$ cat config.mk
export PLATFORM = sky130hd
export DESIGN_NAME = serial_frame_decoder
export DESIGN_NICKNAME = d
export VERILOG_FILES = /design/src/rtl/serial_frame_decoder.sv
export SDC_FILE = /design/constraint.sdc
export NUM_CORES = 1
export LEC_CHECK = 0
export BUFFER_PORTS_ARGS = -buffer_cell sky130_fd_sc_hd__buf_2
export CAP_MARGIN = 20
export CORE_UTILIZATION = 34
export DETAILED_ROUTE_END_ITERATION = 10
export PLACE_DENSITY = 0.66
export SETUP_SLACK_MARGIN = 0.2
export SLEW_MARGIN = 20
export SYNTH_ARGS = -nofsm -noshare
export SYNTH_HDL_FRONTEND = slang
export SYNTH_SLANG_ARGS = --single-unit
$ cat constraint.sdc
create_clock -name clk -period 2 [get_ports clk]
set_clock_uncertainty 0.05 [all_clocks]
set_input_delay 0.1 -clock clk [delete_from_list [all_inputs] [get_ports clk]]
set_output_delay 0.1 -clock clk [all_outputs]
set_load 0.1 [all_outputs]
$ cat src/rtl/serial_frame_decoder.sv
// -----------------------------------------------------------------------------
// serial_frame_decoder
//
// Assembles framed packets from the byte stream of the slave-side serial
// receiver. Frame layout on the wire:
//
//    HEADER | address | length | payload[0 .. length-1] | checksum
//
// The checksum is the modulo-256 sum of address, length and payload bytes.
// Payload bytes addressed to this node (or to broadcast 8'hFF) are written
// out as they arrive. The frame is then confirmed with frame_done or rejected
// with frame_err/err_code. Writes already issued for a frame that later fails
// are not retracted, so the consumer must commit only on frame_done.
//
// Ports
//    clk         in   system clock, rising edge
//    reset       in   asynchronous, active-low; clears all state
//    byte_in     in   received byte, sampled on the rising edge of byte_ready
//    byte_ready  in   level from the receiver; each 0->1 edge is one new byte
//    rx_timeout  in   level from the receiver; each 0->1 edge means line idle
//    wr_en       out  one-cycle payload write strobe
//    wr_addr     out  payload byte index (0-based), held when wr_en=0
//    wr_data     out  payload byte, held when wr_en=0
//    frame_done  out  one-cycle pulse: valid frame for this node
//    frame_len   out  payload length of the last good frame, held
//    frame_err   out  one-cycle pulse: frame rejected
//    err_code    out  01 bad length, 10 checksum, 11 timeout; held
// -----------------------------------------------------------------------------
module serial_frame_decoder #(
   parameter logic [7:0] DEV_ADDR = 8'h01,
   parameter logic [7:0] HEADER   = 8'hA5,
   parameter int         MAX_LEN  = 16,
   parameter int         AW       = $clog2(MAX_LEN),
   parameter int         LW       = $clog2(MAX_LEN + 1)
) (
   input  logic          clk,
   input  logic          reset,
   input  logic [7:0]    byte_in,
   input  logic          byte_ready,
   input  logic          rx_timeout,
   output logic          wr_en,
   output logic [AW-1:0] wr_addr,
   output logic [7:0]    wr_data,
   output logic          frame_done,
   output logic [LW-1:0] frame_len,
   output logic          frame_err,
   output logic [1:0]    err_code
);

   typedef enum logic [2:0] {
      HUNT,
      ADDR,
      LEN,
      DATA,
      CHK
   } state_t;

   localparam logic [1:0] ERR_LEN     = 2'b01;
   localparam logic [1:0] ERR_CHKSUM  = 2'b10;
   localparam logic [1:0] ERR_TIMEOUT = 2'b11;

   state_t          state;
   logic            ready_d;
   logic            to_d;
   logic [7:0]      sum;
   logic [AW-1:0]   idx;
   logic [LW-1:0]   len;
   logic            addr_ok;

   logic            byte_stb;
   logic            to_stb;
   logic            len_ok;
   logic            last_payload;

   // Both receiver signals are levels; only their rising edges carry events.
   assign byte_stb = byte_ready & ~ready_d;
   assign to_stb   = rx_timeout & ~to_d;

   // Length byte is legal when 1..MAX_LEN; widened so MAX_LEN=255 still works.
   assign len_ok = (byte_in != 8'h00) && ({1'b0, byte_in} <= 9'(MAX_LEN));

   // Payload byte currently being received is the final one of the frame.
   assign last_payload = (LW'(idx) == (len - LW'(1)));

   // NOTE: all state and outputs are flops updated with non-blocking
   // assignments, so every branch below reads the pre-edge values.
   always_ff @(posedge clk or negedge reset) begin
      if (!reset) begin
         state      <= HUNT;
         ready_d    <= 1'b0;
         to_d       <= 1'b0;
         sum        <= '0;
         idx        <= '0;
         len        <= '0;
         addr_ok    <= 1'b0;
         wr_en      <= 1'b0;
         wr_addr    <= '0;
         wr_data    <= '0;
         frame_done <= 1'b0;
         frame_len  <= '0;
         frame_err  <= 1'b0;
         err_code   <= '0;
      end else begin
         ready_d <= byte_ready;
         to_d    <= rx_timeout;

         // NOTE: strobes default low every cycle so each one lasts exactly
         // one cycle; the held outputs (wr_addr, frame_len, ...) have no
         // default and keep their value.
         wr_en      <= 1'b0;
         frame_done <= 1'b0;
         frame_err  <= 1'b0;

         // A timeout inside a frame wins over a coincident byte, which is
         // dropped. In HUNT the timeout is meaningless and bytes proceed.
         if (to_stb && (state != HUNT)) begin
            frame_err <= 1'b1;
            err_code  <= ERR_TIMEOUT;
            state     <= HUNT;
         end else if (byte_stb) begin
            unique case (state)
               HUNT: begin
                  if (byte_in == HEADER) begin
                     state <= ADDR;
                  end
               end

               ADDR: begin
                  addr_ok <= (byte_in == DEV_ADDR) || (byte_in == 8'hFF);
                  sum     <= byte_in;
                  state   <= LEN;
               end

               LEN: begin
                  if (!len_ok) begin
                     frame_err <= 1'b1;
                     err_code  <= ERR_LEN;
                     state     <= HUNT;
                  end else begin
                     len   <= LW'(byte_in);
                     idx   <= '0;
                     sum   <= sum + byte_in;
                     state <= DATA;
                  end
               end

               DATA: begin
                  // Frames for other nodes are still parsed to keep framing,
                  // but never reach the register file.
                  if (addr_ok) begin
                     wr_en   <= 1'b1;
                     wr_addr <= idx;
                     wr_data <= byte_in;
                  end
                  sum <= sum + byte_in;
                  idx <= idx + AW'(1);
                  if (last_payload) begin
                     state <= CHK;
                  end
               end

               CHK: begin
                  if (byte_in != sum) begin
                     frame_err <= 1'b1;
                     err_code  <= ERR_CHKSUM;
                  end else if (addr_ok) begin
                     frame_done <= 1'b1;
                     frame_len  <= len;
                  end
                  state <= HUNT;
               end

               default: begin
                  state <= HUNT;
               end
            endcase
         end
      end
   end

endmodule

==> results of run 1 <==
==> cells by family after synthesis <==
logic type | count (synthesis) | share of synthesized area
AND/OR/NAND/NOR | 90 | 0.184
AO/OA/AOI/OAI | 48 | 0.138
flip-flops | 45 | 0.460
multiplexers | 22 | 0.101
buffers and inverters | 19 | 0.0312
adder cells (fa/ha/maj) | 10 | 0.0541
XOR/XNOR | 9 | 0.0322
==> worst max-delay path, stage by stage (launching register included) <==
cell     delay, ns
dfrtp_1       0.42
ha_4          0.27
nor4_2        0.21
and3_1        0.22
nand4_1       0.14
buf_6         0.18
mux2_4        0.29
==> cells in the mapped netlist, drive strengths merged, types with 3 or more instances <==
master	number	area, sq um
a21oi	12	60.1
ha	9	113
buf	4	20.0
nand4	6	37.5
o21ai	17	85.1
xor2	3	26.3
nor2	15	58.8
nand2	30	113
clkbuf	6	22.5
dfrtp	45	1130
nand2b	9	56.3
mux2i	3	30.0
mux2	19	218
and4	3	26.3
nor3	8	40.0
inv	9	33.8
nor4	5	31.3
nand3	3	15.0
nor2b	4	25.0
a211oi	5	42.5
xnor2	6	52.6
==> area by class of cell <==
cell class,count,share of cell area
clock buffer,7,0.0262
inverter,9,0.0102
timing repair buffer,61,0.128
tap,96,0.0364
sequential,45,0.343
multi-input combinational,179,0.448
clock inverter,1,0.00911
==> where the power goes <==
group | switching, mW | internal (mW)
sequential | 0.0127 | 0.925
clock | 0.313 | 0.408
combinational | 0.166 | 0.0999
total | 0.492 | 1.43
==> what timing repair did <==
action                                  4_1_cts  5_1_grt
hold buffers                                  3        0
gates resized for setup                      24       18
pin swaps                                    10       15
endpoints found under the setup margin       11       32
cloned                                        0        1
buffers inserted                             10        2
endpoints found under the hold margin        20        0
==> routing by layer <==
layer / global-route usage / up-vias
met5: 0 / -
met4: 0.0379 / 0
met3: 0.0332 / 6
met2: 0.273 / 39
met1: 0.205 / 978
li1: - / 985
==> state kept, by name, indices dropped and copies added (netlist names), 2 cells and up <==
register and count:
err_code 2, frame_len 5, idx 4, len 5
state 3, sum 8, wr_addr 4, wr_data 8
==> worst max path at each step <==
stage	from	to	slack, ns	cells after the start
final	sum[2]	frame_len[4]	0.12	6
after global routing	sum[2]	frame_len[2]	0.06	6
after CTS	sum[0]	frame_len[4]	0.12	6
after detailed placement	len[2]	state[1]	0.04	5
after global placement	byte_in[3]	sum[7]	0.06	8
after floorplan	idx[2]	state[1]	0.18	5
==> placed cells by master (no fill, tap or decap), types with 6 or more instances in the layout <==
cell type	count
buf_4	18
dfrtp_1	42
xnor2_1	6
o21ai_0	12
a21oi_1	7
mux2_2	16
nor2_1	13
nand2_1	30
nand4_1	6
clkbuf_8	6
inv_1	6
buf_2	34
ha_4	7
==> out/metrics.csv, run 1 <==
stage,metric,value,unit
run_status,status,"finished, final reports clean",
clocking,CTS max path bufs,2,
clocking,Num CTS Buffers,5,
global_route,vias in the first global route,1920,
place,worst-case setup slack after placement,0.0357,ns
cells_and_area,number of non-filler instances in the completed layout,398,
floorplan,vertical die dimension,86.9,um
yosys,"Top FF cell, synth",dfrtp_1,
clocking,insertion delay of the later-clocked pin in the worst-skew pair,0.29,ns
drt,first-pass iteration count of the detailed router,4,
min_path,startpoint of the worst hold path,byte_in[2],
drt,highest layer used for signal routing,met4,
critical_path,classification of the worst setup path,reg -> reg,
critical_path,R2R setup slack,0.12,ns
timing,Final period util,0.942,
yosys,synthesized area divided by synthesized cell count,10.1,sq um
yosys,combined area of all synthesized cells,2450,sq um
pwr,LEAKAGE,1.54,nW
floorplan,Horiz. Die Dim,86.9,um
place,weighted congestion reported at the end of routability-driven placement,0.780,
pwr,Max rail drop VDD,0.000398,V
yosys,post-synthesis async set-or-reset flop share,1.00,
drt,routed via count,2008,
critical_path,RR Startpoint,sum[2],
critical_path,length in cells of the worst reg-to-reg path,6,
cells_and_area,multi-input logic area,1480,sq um
cells_and_area,Reg area,1130,sq um
clocking,clock tree from TritonCTS,yes,
clocking,root buffer cell,clkbuf_8,
timing,setup slack after layout,0.115,ns
timing,# setup viols final,0,
drt,number of remaining DRC errors,0,
global_route,global-route usage over all layers,0.159,
timing,max-slew violation total from the final report,0,
cells_and_area,diode count,0,
cells_and_area,nets,323,
place,instance area after placement,2890,sq um
yosys,gate count of the mapped netlist,243,
timing,setup repair after global routing missed its margin,true,
critical_path,endpoint of the worst-slack reg-to-reg timing path,frame_len[4],
pwr,Pwr per Cell Area,584,nW/um^2
yosys,number of synthesized register bits,45,
floorplan,core footprint,6870,sq um
cells_and_area,fin util,0.480,
yosys,number of flops mapped to enable cells by yosys,0,
yosys,post-synth net total,265,
floorplan,I/O Pins,34,
timing,Worst Tran Pin Value,0.490,ns
clocking,H-tree depth,2,
timing,max frequency,0.531,GHz
floorplan,effective utilization at floorplan,0.357,
floorplan,Site Rows,30,
timing,worst max-slew margin expressed relative to the limit,0.673,
drt,detail-routed via count per cell,5.05,
global_route,total overflow reported by the global router,0,
drt,met1 WL,2820,um
place,number of cells after detailed placement,374,
job,Maximum Capacitance Violations,0,
cells_and_area,Syn-to-layout area delta,34.6,%
place,number of buffer cells added on primary ports,33,
drt,post-detailed-route wirelength per cell,14.7,um
clocking,"Reg clk slew, reported paths",0.09,ns
timing,Hold WS,0.0525,ns
yosys,post-synth cell types,44,
floorplan,full die area,7550,sq um
drt,starting DRC count in detailed routing,133,
timing,final-report hold violation count,0,
yosys,Syn. warnings,0,
critical_path,CP Data Arrival Time,2.02,ns
drt,total detailed-routing wirelength,5870,um
cells_and_area,number of filler cells placed in the layout,636,
critical_path,kind of end point of the critical path,flop,
critical_path,kind of start point of the critical path,flop,
pwr,final total power,1.92,mW
critical_path,worst-path fanout max,8,
cells_and_area,share of cells above drive strength 1,0.414,
drt,total length of routed met3 wires,215,um
min_path,depth of the worst hold-timing path,3,
min_path,kind of path behind the tightest hold check,in -> reg,
drt,number of antenna-violating nets in the routed design,0,
timing,time the worst path needs with I/O delays and setup,1.88,ns
global_route,antenna violations before repair,0,
min_path,endpoint with the worst hold slack,len[2],
timing,setup TNS,0,ns
yosys,share of the yosys chip area belonging to registers,0.460,
place,Post-DP HPWL,4100,um
global_route,first-pass GRT wire length,9240,um
drt,met2 wire length,2780,um
global_route,largest net degree at the start of global routing,28,
cells_and_area,cell area after layout,3300,sq um
clocking,clock sink count,45,
critical_path,required time worst endpoint,2.14,ns
(Power assumes the default switching activity.)
==> run 2, diff against run 1 <==
--- a/config.mk
+++ b/config.mk
@@ -6,10 +6,10 @@
 export NUM_CORES = 1
 export LEC_CHECK = 0
 export BUFFER_PORTS_ARGS = -buffer_cell sky130_fd_sc_hd__buf_2
-export CAP_MARGIN = 20
-export CORE_UTILIZATION = 34
+export CAP_MARGIN = 25
+export CORE_UTILIZATION = 51
 export DETAILED_ROUTE_END_ITERATION = 10
-export PLACE_DENSITY = 0.66
+export PLACE_DENSITY = 0.87
 export SETUP_SLACK_MARGIN = 0.2
 export SLEW_MARGIN = 20
 export SYNTH_ARGS = -nofsm -noshare
==> run 2 against run 1 <==
Against the previous run:
- the flow now finishes with violations (DRC)
- power down 6.0%
- critical path depth up 1
- global-route usage is 9.2 points higher
- combinational power grew 4%
- utilization up 27 points
- wire length is 12% higher
- maximum frequency fell by 3.0%
- via count increased by 10%
- setup slack worse by 0.058 ns
- critical path type unchanged
==> out/metrics.csv, run 2 (synthesis gave the netlist of run 1 again) <==
stage,metric,value,unit
cells_and_area,cell area after layout,3380,sq um
drt,number of antenna-violating nets in the routed design,0,
global_route,largest net degree at the start of global routing,46,
timing,Final period util,0.972,
cells_and_area,"commonest cells after routing, fill and taps aside","dfrtp_1 (44), buf_4 (36), buf_2 (33), nand2_1 (27), mux2_2 (16)",
clocking,Num CTS Buffers,5,
global_route,antenna violations before repair,0,
place,number of cells after detailed placement,345,
min_path,kind of path behind the tightest hold check,in -> reg,
floorplan,Horiz. Die Dim,71.3,um
global_route,vias in the first global route,2167,
critical_path,classification of the worst setup path,reg -> reg,
global_route,global-route usage over all layers,0.251,
place,instance area after placement,2920,sq um
clocking,insertion delay of the later-clocked pin in the worst-skew pair,0.30,ns
drt,number of remaining DRC errors,5,
clocking,clock sink count,45,
cells_and_area,share of cells above drive strength 1,0.459,
critical_path,required time worst endpoint,2.12,ns
cells_and_area,leading registers by flop count,"sum x8, wr_data x8",
clocking,root buffer cell,clkbuf_8,
pwr,Max rail drop VDD,0.000293,V
clocking,"Reg clk slew, reported paths",0.09,ns
timing,final-report hold violation count,0,
job,Maximum Capacitance Violations,0,
cells_and_area,diode count,0,
critical_path,cell-by-cell listing of the critical path,"inv_2, ha_4, a21oi_2, a311o_1, a2111oi_4, nor2_2, a2111o_1",
floorplan,core footprint,4470,sq um
critical_path,kind of end point of the critical path,flop,
place,weighted congestion reported at the end of routability-driven placement,0.952,
floorplan,full die area,5090,sq um
cells_and_area,number of filler cells placed in the layout,257,
global_route,first-pass GRT wire length,9970,um
drt,first-pass iteration count of the detailed router,8,
cells_and_area,most common library cell in the layout ignoring fill and taps,dfrtp_1,
place,Post-DP HPWL,4010,um
cells_and_area,number of non-filler instances in the completed layout,372,
drt,routed via count,2211,
global_route,total overflow reported by the global router,0,
cells_and_area,nets,341,
timing,time the worst path needs with I/O delays and setup,1.94,ns
critical_path,kind of start point of the critical path,flop,
pwr,Pwr per Cell Area,536,nW/um^2
drt,met1 WL,2840,um
pwr,LEAKAGE,1.63,nW
drt,detail-routed via count per cell,5.94,
timing,max-slew violation total from the final report,0,
clocking,CTS max path bufs,2,
critical_path,CP Data Arrival Time,2.07,ns
place,number of buffer cells added on primary ports,33,
timing,setup repair after global routing missed its margin,true,
drt,total detailed-routing wirelength,6570,um
drt,total length of routed met3 wires,380,um
critical_path,worst-path fanout max,3,
critical_path,Worst path slowest cell,dfrtp_1,
critical_path,delay contributed by the slowest stage of the critical path,0.41,ns
floorplan,vertical die dimension,71.3,um
clocking,clock tree from TritonCTS,yes,
floorplan,I/O Pins,34,
floorplan,effective utilization at floorplan,0.548,
timing,# setup viols final,0,
run_status,failing checks,DRC,
clocking,H-tree depth,2,
timing,Worst Tran Pin Value,0.558,ns
drt,highest layer used for signal routing,met4,
timing,worst max-slew margin expressed relative to the limit,0.628,
cells_and_area,Syn-to-layout area delta,37.8,%
drt,post-detailed-route wirelength per cell,17.6,um
timing,max frequency,0.515,GHz
timing,setup TNS,0,ns
drt,met2 wire length,3220,um
run_status,status,"complete, but fails checks",
floorplan,Site Rows,24,
critical_path,R2R setup slack,0.06,ns
drt,starting DRC count in detailed routing,182,
run 2: routing by layer:
metal	up-vias	track usage
met1	1093	0.314
met5	-	0
li1	1023	-
met3	15	0.0633
met2	80	0.417
met4	0	0.107
run 2: cell type report:
cell class,count,area [sq um],share of cell area
Multi-Input combinational cell,179,1500,0.445
Timing Repair Buffer,79,553,0.164
Tap cell,52,65.1,0.0193
Clock inverter,2,13.8,0.00408
Clock buffer,6,82.6,0.0245
Inverter,9,33.8,0.0100
Sequential cell,45,1130,0.334
run 2: where the power goes:
| part | switching, mW | internal (mW) |
|---|---|---|
| Combinational | 0.175 | 0.102 |
| Sequential | 0.0128 | 0.925 |
| Clock | 0.314 | 0.280 |
| Total | 0.501 | 1.31 |
run 2: path summary, 6_finish.rpt:
check                              from           end  cells after the start
min                          byte_in[4]        len[4]                      3
min in group asynchronous         reset        len[0]                      3
min reg2reg                frame_len[0]  frame_len[0]                      2
max in group asynchronous         reset        len[2]                      3
max                              len[0]      state[1]                      7
max reg2reg                      len[0]      state[1]                      7
run 2: what timing repair did:
item,CTS,global route
endpoints found under the setup margin,30,38
endpoints found under the hold margin,47,0
setup buffers,8,8
pin swaps,12,11
gates resized for setup,28,20
hold buffers,3,0
run 2: worst max-delay path: cells and delay by family, from the launching register on:
family | cells | cell delay, ns
buf+inv | 1 | 0.10
simple gates | 1 | 0.07
compound gates | 4 | 1.02
flops | 1 | 0.41
fa+ha+maj | 1 | 0.15
run 2: stage by stage:
| step | worst slack [ns] | hold slack [ns] | util | power, mW |
|---|---|---|---|---|
| 6_report | 0.0570 | 0.0834 | 0.755 | 1.81 |
| 5_1_grt | 0.00988 | 0.0955 | 0.755 | 1.88 |
| 4_1_cts | 0.0999 | 0.0634 | 0.724 | 1.79 |
| 3_5_place_dp | -0.217 | 0.163 | 0.652 | 1.18 |
| 3_3_place_gp | -0.109 | 0.157 | 0.652 | 1.18 |
| 2_1_floorplan | 0.176 | -0.246 | - | 1.10 |
==> run 3, diff against run 2 <==
--- a/config.mk
+++ b/config.mk
@@ -10,6 +10,7 @@
 export CORE_UTILIZATION = 51
 export DETAILED_ROUTE_END_ITERATION = 10
 export PLACE_DENSITY = 0.87
+export RECOVER_POWER = 50
 export SETUP_SLACK_MARGIN = 0.2
 export SLEW_MARGIN = 20
 export SYNTH_ARGS = -nofsm -noshare
==> run 3 against run 2 <==
Against the previous run:
- the run still ends with DRC left
- sequential power hardly changed
- first-iteration DRC count fell by 9.3%
- die area is the same
- largest cell class unchanged
==> out/metrics.csv, run 3 (synthesis gave the netlist of run 1 again) <==
stage,metric,value,unit
floorplan,I/O Pins,34,
drt,total detailed-routing wirelength,6530,um
cells_and_area,diode count,0,
cells_and_area,share of cells above drive strength 1,0.425,
clocking,insertion delay of the later-clocked pin in the worst-skew pair,0.30,ns
cells_and_area,most common library cell in the layout ignoring fill and taps,dfrtp_1,
floorplan,effective utilization at floorplan,0.548,
pwr,Pwr per Cell Area,538,nW/um^2
pwr,Max rail drop VDD,0.000294,V
critical_path,Worst path slowest cell,dfrtp_1,
cells_and_area,nets,341,
timing,time the worst path needs with I/O delays and setup,1.94,ns
floorplan,full die area,5090,sq um
timing,Final period util,0.968,
global_route,largest net degree at the start of global routing,46,
floorplan,Horiz. Die Dim,71.3,um
critical_path,CP Data Arrival Time,2.06,ns
run_status,failing checks,DRC,
cells_and_area,"commonest cells after routing, fill and taps aside","dfrtp_1 (44), buf_4 (35), nand2_1 (27), buf_2 (22), mux2_2 (16)",
timing,setup TNS,0,ns
critical_path,kind of start point of the critical path,flop,
clocking,root buffer cell,clkbuf_8,
cells_and_area,Syn-to-layout area delta,37.2,%
timing,final-report hold violation count,0,
floorplan,Site Rows,24,
clocking,"Reg clk slew, reported paths",0.09,ns
run_status,status,"complete, but fails checks",
drt,post-detailed-route wirelength per cell,17.6,um
place,number of buffer cells added on primary ports,33,
critical_path,required time worst endpoint,2.13,ns
timing,max frequency,0.516,GHz
critical_path,"CP delay by family, top",compound AO/OA/AOI/OAI gates,
critical_path,worst-path fanout max,3,
clocking,clock sink count,45,
pwr,final total power,1.81,mW
drt,detail-routed via count per cell,5.98,
critical_path,kind of end point of the critical path,flop,
timing,Worst Tran Pin Value,1.16,ns
clocking,H-tree depth,2,
cells_and_area,leading registers by flop count,"sum x8, wr_data x8",
place,weighted congestion reported at the end of routability-driven placement,0.952,
global_route,antenna violations before repair,0,
floorplan,core footprint,4470,sq um
global_route,global-route usage over all layers,0.251,
clocking,clock tree from TritonCTS,yes,
job,Maximum Capacitance Violations,0,
global_route,first-pass GRT wire length,9970,um
critical_path,count of buffer and inverter cells on the critical path,1,
min_path,kind of path behind the tightest hold check,in -> reg,
timing,# setup viols final,0,
global_route,vias in the first global route,2167,
drt,starting DRC count in detailed routing,165,
pwr,LEAKAGE,1.59,nW
clocking,CTS max path bufs,2,
drt,number of remaining DRC errors,5,
drt,number of antenna-violating nets in the routed design,0,
critical_path,delay contributed by the slowest stage of the critical path,0.41,ns
timing,max-slew violation total from the final report,0,
drt,routed via count,2223,
critical_path,classification of the worst setup path,reg -> reg,
drt,first-pass iteration count of the detailed router,8,
timing,worst max-slew margin expressed relative to the limit,0.228,
timing,setup repair after global routing missed its margin,true,
global_route,total overflow reported by the global router,0,
critical_path,cell-by-cell listing of the critical path,"inv_2, ha_4, a21oi_2, a311o_1, a2111oi_4, nor2_2, a2111o_1",
floorplan,vertical die dimension,71.3,um
timing,Hold WS,0.0799,ns
place,Post-DP HPWL,4010,um
clocking,Num CTS Buffers,5,
[run 3: changes by cell type in the layout (fill, tap and decap cells not counted)]
cell,previous run,this run
buf_2,33,22
clkbuf_1,0,11
buf_4,36,35
clkbuf_2,0,1
[run 3: power by group]
group	internal, mW	total (mW)	switching [mW]	leakage, nW
clock network	0.280	0.595	0.315	0.0512
logic	0.0999	0.274	0.174	0.942
registers	0.925	0.938	0.0127	0.595
[run 3: repair_timing]
| item | CTS | global route |
|---|---|---|
| pin swaps | 12 | 11 |
| hold buffers | 3 | 0 |
| setup endpoints to repair | 30 | 38 |
| endpoints found under the hold margin | 47 | 0 |
| gates resized for setup | 28 | 20 |
| setup buffers | 8 | 8 |
| cloned | 0 | 0 |
[run 3: final cells by class]
cell class              count  area, sq um
multi-input cells         179         1500
flip-flops and latches     45         1130
fillers                   261         1110
repair buffers             79          537
clock buffers               6         82.6
well taps                  52         65.1
inverters                   9         33.8
clock inverters             2         13.8
[run 3: per-layer routing]
| layer | track usage | vias to the layer above | part of all wire |
|---|---|---|---|
| li1 | - | 1027 | - |
| met1 | 0.314 | 1074 | 0.42 |
| met2 | 0.417 | 101 | 0.49 |
| met3 | 0.0633 | 21 | 0.070 |
| met4 | 0.107 | 0 | 0.027 |
| met5 | 0 | - | 0 |
[run 3: worst paths after layout]
| check | start | endpoint | slack, ns | depth (start not counted) |
|---|---|---|---|---|
| min in group asynchronous | reset | len[0] | 0.56 | 3 |
| hold reg to reg | frame_len[0] | frame_len[0] | 0.45 | 2 |
| setup reg to reg | len[0] | state[1] | 0.06 | 7 |
| hold / removal | byte_in[4] | len[4] | 0.08 | 3 |
| max in group asynchronous | reset | len[2] | 0.61 | 3 |
| setup / recovery | len[0] | state[1] | 0.06 | 7 |
[run 3: stage by stage]
stage                     cells  setup WS (ns)  instance area, sq um   util
after floorplan             243          0.176                  2530      -
after global placement      345         -0.109                  2920  0.652
after detailed placement    345         -0.217                  2920  0.652
after CTS                   364         0.0999                  3240  0.724
after global routing        372        0.00988                  3360  0.751
final                       372         0.0639                  3360  0.751
[run 3: tightest hold or removal path: stages]
cell and delay, ns:
buf_2 0.17, nand2_1 0.08, nand2_1 0.04
